`config.mk`:
```
export PLATFORM = sky130hd
export DESIGN_NAME = video_capture_cntrlr_flat
export DESIGN_NICKNAME = d
export VERILOG_FILES = /design/src/rtl/video_capture_cntrlr_if.sv /design/src/rtl/video_capture_cntrlr.sv /design/src/flat_wrapper.sv
export SDC_FILE = /design/constraint.sdc
export NUM_CORES = 1
export LEC_CHECK = 0
export BUFFER_PORTS_ARGS = -buffer_cell sky130_fd_sc_hd__buf_2
export CORE_MARGIN = 4
export CORE_UTILIZATION = 41
export DETAILED_ROUTE_END_ITERATION = 8
export PLACE_DENSITY = 0.67
export SETUP_SLACK_MARGIN = 0.15
export SLEW_MARGIN = 20
export SYNTH_ARGS = -nofsm -noshare
export SYNTH_HDL_FRONTEND = slang
export SYNTH_SLANG_ARGS = --single-unit
```
`constraint.sdc`:
```
create_clock -name clk -period 5.5 [get_ports clk]
set_input_delay 0.275 -clock clk [delete_from_list [all_inputs] [get_ports clk]]
set_output_delay 0.275 -clock clk [all_outputs]
set_load 0.005 [all_outputs]
```
`src/rtl/video_capture_cntrlr_if.sv`:
```
// Local-bus register port and system-memory write port of the video capture controller.
// slave is the controller's view; master is the host/memory side.
interface video_capture_cntrlr_if #(
   parameter int LB_DATA_W      = 32,
   parameter int LB_ADDR_W      = 8,
   parameter int SYS_MEM_DATA_W = 32,
   parameter int SYS_MEM_ADDR_W = 27
);
   logic                      lb_wr_en;
   logic                      lb_rd_en;
   logic [LB_ADDR_W-1:0]      lb_addr;
   logic [LB_DATA_W-1:0]      lb_wr_data;
   logic                      lb_wr_valid;
   logic                      lb_rd_valid;
   logic [LB_DATA_W-1:0]      lb_rd_data;
   logic                      sys_mem_wait;
   logic                      sys_mem_wren;
   logic                      sys_mem_rden;
   logic [SYS_MEM_ADDR_W-1:0] sys_mem_addr;
   logic [SYS_MEM_DATA_W-1:0] sys_mem_wdata;
   logic                      sys_mem_rd_valid;
   logic [SYS_MEM_DATA_W-1:0] sys_mem_rdata;

   modport slave (
      input  lb_wr_en, lb_rd_en, lb_addr, lb_wr_data,
      input  sys_mem_wait, sys_mem_rd_valid, sys_mem_rdata,
      output lb_wr_valid, lb_rd_valid, lb_rd_data,
      output sys_mem_wren, sys_mem_rden, sys_mem_addr, sys_mem_wdata
   );

   modport master (
      output lb_wr_en, lb_rd_en, lb_addr, lb_wr_data,
      output sys_mem_wait, sys_mem_rd_valid, sys_mem_rdata,
      input  lb_wr_valid, lb_rd_valid, lb_rd_data,
      input  sys_mem_wren, sys_mem_rden, sys_mem_addr, sys_mem_wdata
   );
endinterface

```
`src/rtl/video_capture_cntrlr.sv`:
```
// Parallel RGB video receiver: captures DE pixels into a small FIFO and writes them,
// one frame at a time, as 32-bit words into system memory; local-bus CSRs for control/status.
module video_capture_cntrlr #(
   parameter int                   LB_DATA_W              = 32,
   parameter int                   LB_ADDR_W              = 8,
   parameter int                   SYS_MEM_DATA_W         = 32,
   parameter int                   SYS_MEM_ADDR_W         = 27,
   parameter int                   SYS_MEM_START_ADDR     = 0,
   parameter int                   SYS_MEM_STOP_ADDR      = 921599,
   parameter int                   FIFO_DEPTH             = 16,
   parameter bit                   SYNC_ACTIVE_HIGH_N_LOW = 1'b0,
   parameter logic [LB_DATA_W-1:0] DEFAULT_REG_VAL        = 32'hdeadbabe
) (
   input  logic                        clk,
   input  logic                        rst_n,
   video_capture_cntrlr_if.slave       bus,
   input  logic [23:0]                 vid_d,
   input  logic                        vid_de,
   input  logic                        vid_hs,
   input  logic                        vid_vs
);
   localparam int AW = $clog2(FIFO_DEPTH);
   localparam logic [SYS_MEM_ADDR_W:0] START_L = (SYS_MEM_ADDR_W+1)'(SYS_MEM_START_ADDR);
   localparam logic [SYS_MEM_ADDR_W:0] STOP_L  = (SYS_MEM_ADDR_W+1)'(SYS_MEM_STOP_ADDR);

   typedef enum logic [1:0] {ST_IDLE = 2'd0, ST_WAIT_VS = 2'd1, ST_CAPTURE = 2'd2, ST_DRAIN = 2'd3} state_t;

   state_t state_q, state_d;
   logic [23:0] vid_d_q;
   logic vid_de_q, de_prev_q, vid_vs_q, vs_prev_q, vid_hs_q;
   logic sof_q, sof_d, cap_en_q, cap_en_d, single_q, single_d;
   logic ovrflw_q, ovrflw_d, frame_done_q, frame_done_d, oversize_q, oversize_d;
   logic [15:0] line_len_q, line_len_d, last_len_q, last_len_d, line_cnt_q, line_cnt_d;
   logic [15:0] hres_q, hres_d, vres_q, vres_d;
   logic [31:0] frame_cnt_q, frame_cnt_d;
   logic [AW:0] wr_ptr_q, wr_ptr_d, rd_ptr_q, rd_ptr_d;
   logic wren_q, wren_d;
   logic [SYS_MEM_ADDR_W-1:0] addr_q, addr_d;
   logic [SYS_MEM_DATA_W-1:0] wdata_q, wdata_d;
   logic wr_valid_q, rd_valid_q;
   logic [LB_DATA_W-1:0] rd_data_q, rd_data_d;
   logic [24:0] fifo_mem_q [FIFO_DEPTH];

   logic vs_edge_s, de_fall_s, push_req_s, push_ok_s, pop_s, ovf_set_s, frame_evt_s;
   logic fifo_empty_s, fifo_full_s, oversize_set_s, busy_s, cfg_wr_s, sts_wr_s;
   logic [2:0] clr_s;
   logic [24:0] rd_word_s;
   logic [SYS_MEM_ADDR_W:0] next_addr_s;
   logic unused_s;

   // Active VS level per polarity; an edge is inactive -> active on the registered input.
   assign vs_edge_s    = SYNC_ACTIVE_HIGH_N_LOW ? (vid_vs_q & ~vs_prev_q) : (~vid_vs_q & vs_prev_q);
   assign de_fall_s    = de_prev_q & ~vid_de_q;
   assign fifo_empty_s = (wr_ptr_q == rd_ptr_q);
   assign fifo_full_s  = (wr_ptr_q[AW] != rd_ptr_q[AW]) && (wr_ptr_q[AW-1:0] == rd_ptr_q[AW-1:0]);
   assign pop_s        = !fifo_empty_s && (!wren_q || !bus.sys_mem_wait);
   assign push_ok_s    = push_req_s && (!fifo_full_s || pop_s);
   assign ovf_set_s    = push_req_s && fifo_full_s && !pop_s;
   assign rd_word_s    = fifo_mem_q[rd_ptr_q[AW-1:0]];
   assign busy_s       = (state_q != ST_IDLE);
   assign unused_s     = ^{bus.sys_mem_rd_valid, bus.sys_mem_rdata, bus.lb_wr_data[LB_DATA_W-1:3], vid_hs_q};

   // Capture FSM: frame sequencing, SOF arming and push requests.
   always_comb begin
      state_d     = state_q;
      sof_d       = sof_q;
      push_req_s  = 1'b0;
      frame_evt_s = 1'b0;
      case (state_q)
         ST_IDLE: begin
            if (cap_en_q) state_d = ST_WAIT_VS;
            else          state_d = ST_IDLE;
         end
         ST_WAIT_VS: begin
            if (!cap_en_q) begin
               state_d = ST_IDLE;
            end else if (vs_edge_s) begin
               state_d = ST_CAPTURE;
               sof_d   = 1'b1;
            end else begin
               state_d = ST_WAIT_VS;
            end
         end
         ST_CAPTURE: begin
            if (vs_edge_s) begin
               frame_evt_s = 1'b1;
               if (single_q || !cap_en_q) begin
                  state_d = ST_DRAIN;
               end else begin
                  state_d = ST_CAPTURE;
                  sof_d   = 1'b1;
               end
            end else if (!cap_en_q) begin
               state_d = ST_DRAIN;
            end else begin
               push_req_s = vid_de_q;
               if (vid_de_q && (!fifo_full_s || pop_s)) sof_d = 1'b0;
               else                                     sof_d = sof_q;
            end
         end
         ST_DRAIN: begin
            if (fifo_empty_s && !wren_q) state_d = ST_IDLE;
            else                         state_d = ST_DRAIN;
         end
         default: state_d = ST_IDLE;
      endcase
   end

   // FIFO pointers and memory writer; outputs hold while the memory stalls.
   always_comb begin
      wr_ptr_d       = wr_ptr_q + (push_ok_s ? (AW+1)'(1) : (AW+1)'(0));
      rd_ptr_d       = rd_ptr_q + (pop_s ? (AW+1)'(1) : (AW+1)'(0));
      wren_d         = wren_q;
      addr_d         = addr_q;
      wdata_d        = wdata_q;
      oversize_set_s = 1'b0;
      next_addr_s    = rd_word_s[24] ? START_L : ({1'b0, addr_q} + (SYS_MEM_ADDR_W+1)'(1));
      if (pop_s) begin
         if (next_addr_s > STOP_L) begin
            wren_d         = 1'b0;
            oversize_set_s = 1'b1;
         end else begin
            wren_d  = 1'b1;
            addr_d  = next_addr_s[SYS_MEM_ADDR_W-1:0];
            wdata_d = SYS_MEM_DATA_W'({8'h00, rd_word_s[23:0]});
         end
      end else if (!bus.sys_mem_wait) begin
         wren_d = 1'b0;
      end else begin
         wren_d = wren_q;
      end
   end

   // Resolution/frame measurement and CSR next state; sticky sets beat write-1-to-clear.
   always_comb begin
      last_len_d  = last_len_q;
      hres_d      = hres_q;
      vres_d      = vres_q;
      frame_cnt_d = frame_cnt_q;
      if (de_fall_s) begin
         last_len_d = line_len_q;
         line_len_d = 16'd0;
      end else if (vid_de_q && (line_len_q != 16'hFFFF)) begin
         line_len_d = line_len_q + 16'd1;
      end else begin
         line_len_d = line_len_q;
      end
      if (vs_edge_s)                                     line_cnt_d = 16'd0;
      else if (de_fall_s && (line_cnt_q != 16'hFFFF))    line_cnt_d = line_cnt_q + 16'd1;
      else                                               line_cnt_d = line_cnt_q;
      if (frame_evt_s) begin
         frame_cnt_d = frame_cnt_q + 32'd1;
         hres_d      = last_len_q;
         vres_d      = line_cnt_q;
      end else begin
         frame_cnt_d = frame_cnt_q;
      end
      cfg_wr_s = bus.lb_wr_en && (bus.lb_addr == LB_ADDR_W'(0));
      sts_wr_s = bus.lb_wr_en && (bus.lb_addr == LB_ADDR_W'(1));
      clr_s    = sts_wr_s ? bus.lb_wr_data[2:0] : 3'b000;
      if (cfg_wr_s) begin
         cap_en_d = bus.lb_wr_data[0];
         single_d = bus.lb_wr_data[1];
      end else begin
         cap_en_d = cap_en_q;
         single_d = single_q;
      end
      ovrflw_d     = (ovrflw_q & ~clr_s[0]) | ovf_set_s;
      frame_done_d = (frame_done_q & ~clr_s[1]) | frame_evt_s;
      oversize_d   = (oversize_q & ~clr_s[2]) | oversize_set_s;
      rd_data_d    = LB_DATA_W'(0);
      if (bus.lb_rd_en) begin
         case (bus.lb_addr)
            LB_ADDR_W'(0): rd_data_d = LB_DATA_W'({single_q, cap_en_q});
            LB_ADDR_W'(1): rd_data_d = LB_DATA_W'({busy_s, oversize_q, frame_done_q, ovrflw_q});
            LB_ADDR_W'(2): rd_data_d = LB_DATA_W'(hres_q);
            LB_ADDR_W'(3): rd_data_d = LB_DATA_W'(vres_q);
            LB_ADDR_W'(4): rd_data_d = LB_DATA_W'(frame_cnt_q);
            default:       rd_data_d = DEFAULT_REG_VAL;
         endcase
      end else begin
         rd_data_d = LB_DATA_W'(0);
      end
   end

   // Pixel FIFO storage; emptiness is tracked by the reset pointers.
   always_ff @(posedge clk) begin
      if (push_ok_s) fifo_mem_q[wr_ptr_q[AW-1:0]] <= {sof_q, vid_d_q};
   end

   // State registers, including the single input-register stage for the video bus.
   always_ff @(posedge clk or negedge rst_n) begin
      if (!rst_n) begin
         state_q <= ST_IDLE;        vid_d_q <= 24'd0;
         vid_de_q <= 1'b0;          de_prev_q <= 1'b0;
         vid_vs_q <= 1'b0;          vs_prev_q <= 1'b0;          vid_hs_q <= 1'b0;
         sof_q <= 1'b0;             cap_en_q <= 1'b0;           single_q <= 1'b0;
         ovrflw_q <= 1'b0;          frame_done_q <= 1'b0;       oversize_q <= 1'b0;
         line_len_q <= 16'd0;       last_len_q <= 16'd0;        line_cnt_q <= 16'd0;
         hres_q <= 16'd0;           vres_q <= 16'd0;            frame_cnt_q <= 32'd0;
         wr_ptr_q <= (AW+1)'(0);    rd_ptr_q <= (AW+1)'(0);
         wren_q <= 1'b0;            addr_q <= SYS_MEM_ADDR_W'(0); wdata_q <= SYS_MEM_DATA_W'(0);
         wr_valid_q <= 1'b0;        rd_valid_q <= 1'b0;         rd_data_q <= LB_DATA_W'(0);
      end else begin
         state_q <= state_d;        vid_d_q <= vid_d;
         vid_de_q <= vid_de;        de_prev_q <= vid_de_q;
         vid_vs_q <= vid_vs;        vs_prev_q <= vid_vs_q;      vid_hs_q <= vid_hs;
         sof_q <= sof_d;            cap_en_q <= cap_en_d;       single_q <= single_d;
         ovrflw_q <= ovrflw_d;      frame_done_q <= frame_done_d; oversize_q <= oversize_d;
         line_len_q <= line_len_d;  last_len_q <= last_len_d;   line_cnt_q <= line_cnt_d;
         hres_q <= hres_d;          vres_q <= vres_d;           frame_cnt_q <= frame_cnt_d;
         wr_ptr_q <= wr_ptr_d;      rd_ptr_q <= rd_ptr_d;
         wren_q <= wren_d;          addr_q <= addr_d;           wdata_q <= wdata_d;
         wr_valid_q <= bus.lb_wr_en; rd_valid_q <= bus.lb_rd_en; rd_data_q <= rd_data_d;
      end
   end

   assign bus.lb_wr_valid   = wr_valid_q;
   assign bus.lb_rd_valid   = rd_valid_q;
   assign bus.lb_rd_data    = rd_data_q;
   assign bus.sys_mem_wren  = wren_q;
   assign bus.sys_mem_rden  = 1'b0;
   assign bus.sys_mem_addr  = addr_q;
   assign bus.sys_mem_wdata = wdata_q;
endmodule

```
`src/flat_wrapper.sv`:
```
// flat-port wrapper written by rule: the top's interface ports become plain ports
module video_capture_cntrlr_flat 
#(
   parameter int                   LB_DATA_W              = 32,
   parameter int                   LB_ADDR_W              = 8,
   parameter int                   SYS_MEM_DATA_W         = 32,
   parameter int                   SYS_MEM_ADDR_W         = 27,
   parameter int                   SYS_MEM_START_ADDR     = 0,
   parameter int                   SYS_MEM_STOP_ADDR      = 921599,
   parameter int                   FIFO_DEPTH             = 16,
   parameter bit                   SYNC_ACTIVE_HIGH_N_LOW = 1'b0,
   parameter logic [LB_DATA_W-1:0] DEFAULT_REG_VAL        = 32'hdeadbabe
)
  (clk, rst_n, vid_d, vid_de, vid_hs, vid_vs, bus_lb_wr_en, bus_lb_rd_en, bus_lb_addr, bus_lb_wr_data, bus_sys_mem_wait, bus_sys_mem_rd_valid, bus_sys_mem_rdata, bus_lb_wr_valid, bus_lb_rd_valid, bus_lb_rd_data, bus_sys_mem_wren, bus_sys_mem_rden, bus_sys_mem_addr, bus_sys_mem_wdata);
  video_capture_cntrlr_if #(.LB_DATA_W(LB_DATA_W), .LB_ADDR_W(LB_ADDR_W), .SYS_MEM_DATA_W(SYS_MEM_DATA_W), .SYS_MEM_ADDR_W(SYS_MEM_ADDR_W)) bus_i ();
  input  logic clk;
  input  logic rst_n;
  input  logic [23:0] vid_d;
  input  logic vid_de;
  input  logic vid_hs;
  input  logic vid_vs;
  input wire logic [$bits(bus_i.lb_wr_en)-1:0] bus_lb_wr_en;
  input wire logic [$bits(bus_i.lb_rd_en)-1:0] bus_lb_rd_en;
  input wire logic [$bits(bus_i.lb_addr)-1:0] bus_lb_addr;
  input wire logic [$bits(bus_i.lb_wr_data)-1:0] bus_lb_wr_data;
  input wire logic [$bits(bus_i.sys_mem_wait)-1:0] bus_sys_mem_wait;
  input wire logic [$bits(bus_i.sys_mem_rd_valid)-1:0] bus_sys_mem_rd_valid;
  input wire logic [$bits(bus_i.sys_mem_rdata)-1:0] bus_sys_mem_rdata;
  output wire logic [$bits(bus_i.lb_wr_valid)-1:0] bus_lb_wr_valid;
  output wire logic [$bits(bus_i.lb_rd_valid)-1:0] bus_lb_rd_valid;
  output wire logic [$bits(bus_i.lb_rd_data)-1:0] bus_lb_rd_data;
  output wire logic [$bits(bus_i.sys_mem_wren)-1:0] bus_sys_mem_wren;
  output wire logic [$bits(bus_i.sys_mem_rden)-1:0] bus_sys_mem_rden;
  output wire logic [$bits(bus_i.sys_mem_addr)-1:0] bus_sys_mem_addr;
  output wire logic [$bits(bus_i.sys_mem_wdata)-1:0] bus_sys_mem_wdata;
  assign bus_i.lb_wr_en = bus_lb_wr_en;
  assign bus_i.lb_rd_en = bus_lb_rd_en;
  assign bus_i.lb_addr = bus_lb_addr;
  assign bus_i.lb_wr_data = bus_lb_wr_data;
  assign bus_i.sys_mem_wait = bus_sys_mem_wait;
  assign bus_i.sys_mem_rd_valid = bus_sys_mem_rd_valid;
  assign bus_i.sys_mem_rdata = bus_sys_mem_rdata;
  assign bus_lb_wr_valid = bus_i.lb_wr_valid;
  assign bus_lb_rd_valid = bus_i.lb_rd_valid;
  assign bus_lb_rd_data = bus_i.lb_rd_data;
  assign bus_sys_mem_wren = bus_i.sys_mem_wren;
  assign bus_sys_mem_rden = bus_i.sys_mem_rden;
  assign bus_sys_mem_addr = bus_i.sys_mem_addr;
  assign bus_sys_mem_wdata = bus_i.sys_mem_wdata;
  video_capture_cntrlr #(.LB_DATA_W(LB_DATA_W), .LB_ADDR_W(LB_ADDR_W), .SYS_MEM_DATA_W(SYS_MEM_DATA_W), .SYS_MEM_ADDR_W(SYS_MEM_ADDR_W), .SYS_MEM_START_ADDR(SYS_MEM_START_ADDR), .SYS_MEM_STOP_ADDR(SYS_MEM_STOP_ADDR), .FIFO_DEPTH(FIFO_DEPTH), .SYNC_ACTIVE_HIGH_N_LOW(SYNC_ACTIVE_HIGH_N_LOW), .DEFAULT_REG_VAL(DEFAULT_REG_VAL)) u_core (.clk(clk), .rst_n(rst_n), .bus(bus_i), .vid_d(vid_d), .vid_de(vid_de), .vid_hs(vid_hs), .vid_vs(vid_vs));
endmodule
```
# Word-level counts from Yosys, hierarchy flattened
# Memory sizes are Yosys's and may differ from the RTL's.
# Index checks and enable logic that the tools add are counted.
word_totals:
  register_bits: 244
  mem_bits_rw: 400
  inputBits: 105
  out_inout_bits: 95
  wordCells: 132
  n_memories: 1
memory_table:
  columns: ["memory", "words", "word_bits", "read_ports", "rd_ports_with_merged_regs", "wr", "line_no", "rtl"]
  rows:
  - ["u_core.fifo_mem_q", 16, 25, 1, 0, 1, "video_capture_cntrlr.sv:42", "logic [24:0] fifo_mem_q [FIFO_DEPTH];"]
op_classes:
  addsub: 6
  magnitude_cmp: 1
  eq_ne: 19
  muxes: 37
  bitwise_logic: 14
  reduce_logical: 28
op_table:
  columns: ["operator", "count"]
  rows:
  - ["one-hot mux 32 bit (5 select lines)", 1]
  - ["2-to-1 mux 16 bit", 4]
  - ["adder 16 x 1 -> 16 bit, second input constant", 2]
  - ["adder 32 x 1 -> 32 bit, second input constant", 1]
  - ["2-to-1 mux 32 bit", 1]
  - ["inequality test 16 bit, second input constant", 2]
  - ["adder 27 x 1 -> 28 bit, second input constant", 1]
  - ["> comparator 28 x 20 -> 1 bit, second input constant", 1]
  - ["2-to-1 mux 28 bit", 1]
  - ["2-to-1 mux 1 bit", 22]
  - ["equality test 8 x 2 -> 1 bit, second input constant", 2]
  - ["logical AND 1 bit", 11]
  - ["adder 5 bit", 2]
  - ["2-to-1 mux 2 bit", 5]
  - ["equality test 8 x 1 -> 1 bit, second input constant", 1]
  - ["equality test 8 x 3 -> 1 bit, second input constant", 1]
  - ["logical NOT 8 bit", 1]
  - ["one-hot mux 2 bit (4 select lines)", 1]
  - ["nonzero test 2 bit", 4]
  - ["logical NOT 1 bit", 6]
  - ["inequality test 2 x 1 -> 1 bit, second input constant", 3]
  - ["inequality test 3 x 1 -> 1 bit, second input constant", 2]
  - ["inequality test 3 bit, second input constant", 2]
  - ["inverter 1 bit", 6]
  - ["13 further kinds", 22]

# Longest topological paths before layout
depth:
  depth_word: 9
  depth_mapped: 12
  ltp_nobuf: 10

# Worst setup path after synthesis
# Ideal clock, no wire load.
synth_timing:
  path_kind: "register -> register"
  start: "register u_core.rd_ptr_q[2]"
  end: "memory u_core.fifo_mem_q[0][0] (enable)"
  setup_time_ps: 438
  t_arrival_ps: 3413
  t_required_ps: 5062
  setup_slack_ps: 1648
  path_stages_with_launch: 7
  path_buffers: 1
  period_less_slack_ps: 3852
  cell_sequence: "dfrtp_1 buf_2 xor2_1 nor4_1 a21oi_1 or3b_2 nor3_1"
synth_between:
  elab_chain_len: 7
  elab_cells_between_ends: 10
  classes_between: "eq/ne: 2; mux: 2; reduce/logical: 6"
synth_lines:
  columns: ["element", "line_no", "rtl"]
  rows:
  - ["start: declaration", "video_capture_cntrlr.sv:36", "logic [AW:0] wr_ptr_q, wr_ptr_d, rd_ptr_q, rd_ptr_d;"]
  - ["start signal: assignment", "video_capture_cntrlr.sv:201", "wr_ptr_q <= (AW+1)'(0); rd_ptr_q <= (AW+1)'(0);"]
  - ["start signal: assignment", "video_capture_cntrlr.sv:212", "wr_ptr_q <= wr_ptr_d; rd_ptr_q <= rd_ptr_d;"]
  - ["equality test 5 bit or equality test 4 bit (tied branches)", "video_capture_cntrlr.sv:54, video_capture_cntrlr.sv:55", null]
  - ["logical NOT 1 bit or logical AND 1 bit (tied branches)", "video_capture_cntrlr.sv:56, video_capture_cntrlr.sv:55", null]
  - ["logical AND 1 bit or logical NOT 1 bit (tied branches)", "video_capture_cntrlr.sv:56, video_capture_cntrlr.sv:57", null]
  - ["logical OR 1 bit (*)", "video_capture_cntrlr.sv:57", "assign push_ok_s = push_req_s && (!fifo_full_s || pop_s);"]
  - ["logical AND 1 bit (*)", "video_capture_cntrlr.sv:57", null]
  - ["2-to-1 mux 1 bit (*)", "video_capture_cntrlr.sv:188", "if (push_ok_s) fifo_mem_q[wr_ptr_q[AW-1:0]] <= {sof_q, vid_d_q};"]
  - ["2-to-1 mux 1 bit (not written as such) (*)", "video_capture_cntrlr.sv:188", null]
  - ["end: declaration", "video_capture_cntrlr.sv:42", null]
# Mark *: on every way between the ends. The rest lies on a longest branch, timed or not.

# Final worst setup path
layout_timing:
  start: "register u_core.rd_ptr_q[1]"
  end: "memory u_core.fifo_mem_q[0][10] (enable)"
# Same word-level chain as after synthesis.

==> flow_summary.ini <==
[outcome]
status = completed

[clocking]
cts_buffer_count = 67
clk_root_buffer_cell = clkbuf_16
clk_pin_slew_worst_paths_ps = 60
maximum_count_of_clock_buffers_along_a_single_path = 3
cts_tree = yes
post_cts_buffers = 0
clkLatencyLatePin_ps = 610
cts.htree.levels = 3
numClockSinks = 644
cts_hold_buf = 33
post_cts_sizing_count = 0

[worst_setup_path]
crit_arrival_ps = 4320
critPathMaxFanout = 34
critical_path_required_ps = 5750
cp-end-kind = flop
critical_path_class = flop to flop
startpoint_type = flop

[die]
die_area_um2 = 66500
number_of_rows_in_the_core_area = 91
initial_core_util_pct = 41.4
dieHeight_um = 258
pin_count = 200
design.core.area_um2 = 61800
die_width_um = 258

[logic_synthesis]
postSynth.topFlopCell = edfxtp_1
netlist-cell-type-count = 66
number_of_flops_mapped_to_enable_cells_by_yosys = 400
sequential_share_of_the_synthesized_area_pct = 70.7
yosysWarningCount = 0
cell_area_after_synthesis_um2 = 25600
async_flop_share_pct = 37.9
synth_area_per_cell_um2 = 16.9
synthCells = 1511
postSynthRegisterBits = 644

[routing]
drt_pre_antenna_iters = 5
drtIter0Drc = 1140
wirelength_um = 53800
routedWlPerCell_um = 20.8
num_vias = 13800
viasPerCell = 5.33
ant_nets = 0
post-route-drc-count = 0

[timing]
timing_max_transition_violations_final = 0
finalCritPeriodShare_pct = 74.0
fmaxAchievable_mhz = 246
rsz0062_at_grt = false
relative_slew_slack_pct = 27.1
timing.final.crit_period_ps = 4070
setup_viol_count_final = 0
whs_ps = 231
timing_hold_violations_final = 0
worst_clock_skew_ps = 34.9
post-route-worst-setup-slack_ps = 1430
setup_tns_ps = 0
worstMarginPinSlew_ps = 1090

[global_routing]
gr-max-usage-layer = met2
grtUsageMet1_pct = 22.3
globalRoute.totalOverflow = 0
grt_pass1_wl_um = 84300
grtUsageTotal_pct = 16.2
antenna_found_initial = 0
met3_usage_pct = 3.08
grt.met2_usage_pct = 26.8
first_global_vias = 14100
grt_start_max_net_pins = 184

[finish]
area_growth_pct = 16.6
nets = 1812
layout.cells.most_common_list = edfxtp_1 (400), dfrtp_1 (241), nand2_1 (128), buf_2 (126), mux4_2 (125)
layout_commonest_cell = edfxtp_1
finalNonFillerCells = 2584
drive_above_1_share_pct = 25.7
insertedDiodeCount = 0

[placed_design]
detailedPlace.worstSlack_ps = 1410
dp_cell_count = 2428
port-buffer-count = 127
routability_driven_placement_congestion_ratio = 0.819
detailedPlacementHpwl_um = 30900

[worst_hold_path]
worstHoldPathType = primary input to asynchronous set/reset pin

[power]
p_per_area_nw_per_um2 = 435
power_leakage_nw = 11.2
vdd.ir_drop.worst_uv = 317

[flow_run]
max_cap_viol_count = 0
-- power by group --
group          internal, W  switching, W  leakage [nW]
combinational      0.00136       0.00116          3.37
sequential         0.00545      0.000468          6.77
clock              0.00265       0.00190          1.09
total              0.00946       0.00352          11.2
-- cell usage after synthesis, types with 3 or more instances --
master,instances,share of area [%]
mux2_2,43,1.9
edfxtp_1,400,47
and4_1,11,0.38
xnor2_1,31,1.1
nor2b_1,13,0.32
nor3_1,13,0.25
nand3b_1,5,0.15
and2_1,5,0.12
nand2_1,128,1.9
mux2_1,20,0.88
buf_6,3,0.13
nand2b_1,4,0.098
ha_1,13,0.64
dfrtp_1,244,24
and3_1,26,0.64
nand3_1,58,1.1
inv_1,12,0.18
or2_2,3,0.073
o311ai_0,4,0.14
o211ai_1,9,0.26
nor4_1,6,0.15
mux2i_1,8,0.31
xor2_1,35,1.2
o21a_1,13,0.38
buf_4,9,0.26
nor2_1,65,0.95
o21ai_0,30,0.59
a22oi_1,12,0.35
or3_1,6,0.15
buf_2,9,0.18
nand4_1,20,0.49
buf_1,14,0.21
mux4_2,125,11
a211o_1,4,0.14
a21boi_0,9,0.26
or4_1,11,0.32
a21oi_1,12,0.23
clkbuf_1,44,0.64
a222oi_1,3,0.12
-- logic make-up (layout without fill, tap and decap cells) --
family	count (synthesis)	count (layout)	share of synthesized area (%)
adder cells (fa/ha/maj)	13	13	0.635
flip-flops	644	644	70.7
XOR/XNOR	66	66	2.26
other	1	9	0.0146
AO/OA/AOI/OAI	116	116	3.20
multiplexers	196	196	14.1
buffers and inverters	91	319	1.60
AND/OR/NAND/NOR	384	384	7.47
-- through the flow --
| stage | util (%) | power, W | instance area [µm²] |
|---|---|---|---|
| after floorplan | - | 0.00774 | 25600 |
| after global placement | 44.1 | 0.00852 | 27200 |
| after detailed placement | 44.1 | 0.00856 | 27200 |
| after CTS | 48.3 | 0.0132 | 29800 |
| after global routing | 48.3 | 0.0136 | 29900 |
| final | 48.3 | 0.0130 | 29900 |
-- registers in the layout, summed over array words and instances, names as in the netlist, 16 cells and up --
name / flops
u_core.line_cnt_q: 16
u_core.bus.sys_mem_addr: 27
u_core.bus.sys_mem_wdata: 24
u_core.frame_cnt_q: 32
u_core.bus.lb_rd_data: 32
u_core.hres_q: 16
u_core.vid_d_q: 24
u_core.fifo_mem_q: 400
u_core.vres_q: 16
u_core.last_len_q: 16
u_core.line_len_q: 16
-- final cells by class --
class                           count  area (µm²)
Timing Repair Buffer              185        1210
Multi-Input combinational cell    784        7180
Clock buffer                       94        1870
Fill cell                        5069       32000
Inverter                           12        45.0
Clock inverter                     28         394
Sequential cell                   644       18100
Tap cell                          837        1050
-- path summary, 6_finish.rpt --
kind / start / endpoint / slack (ps) / cells after the start
hold reg to reg: u_core.vid_vs_q / u_core.vs_prev_q / 410 / 0
setup reg to reg: u_core.rd_ptr_q[1] / u_core.fifo_mem_q[0][10] / 1430 / 7
max in group asynchronous: rst_n / u_core.rd_ptr_q[1] / 3830 / 4
min in group clk: bus_lb_addr[3] / u_core.bus.lb_rd_data[0] / 230 / 4
hold / removal: rst_n / u_core.bus.sys_mem_addr[22] / 230 / 2
setup / recovery: u_core.rd_ptr_q[1] / u_core.fifo_mem_q[0][10] / 1430 / 7
-- worst max-delay path, stage by stage (launching register included) --
cell	delay [ps]
dfrtp_4	750
buf_4	470
xor2_1	190
nor4_1	120
a21oi_1	470
or3b_2	580
nor3_2	640
buf_4	480
-- routing by layer --
| layer | part of all wire, % | up-vias |
|---|---|---|
| met5 | 0 | - |
| met4 | 2.1 | 0 |
| met3 | 5.9 | 83 |
| met2 | 49 | 436 |
| met1 | 43 | 7082 |
| li1 | - | 6173 |
Note: power is estimated with default switching activity, not from simulation.
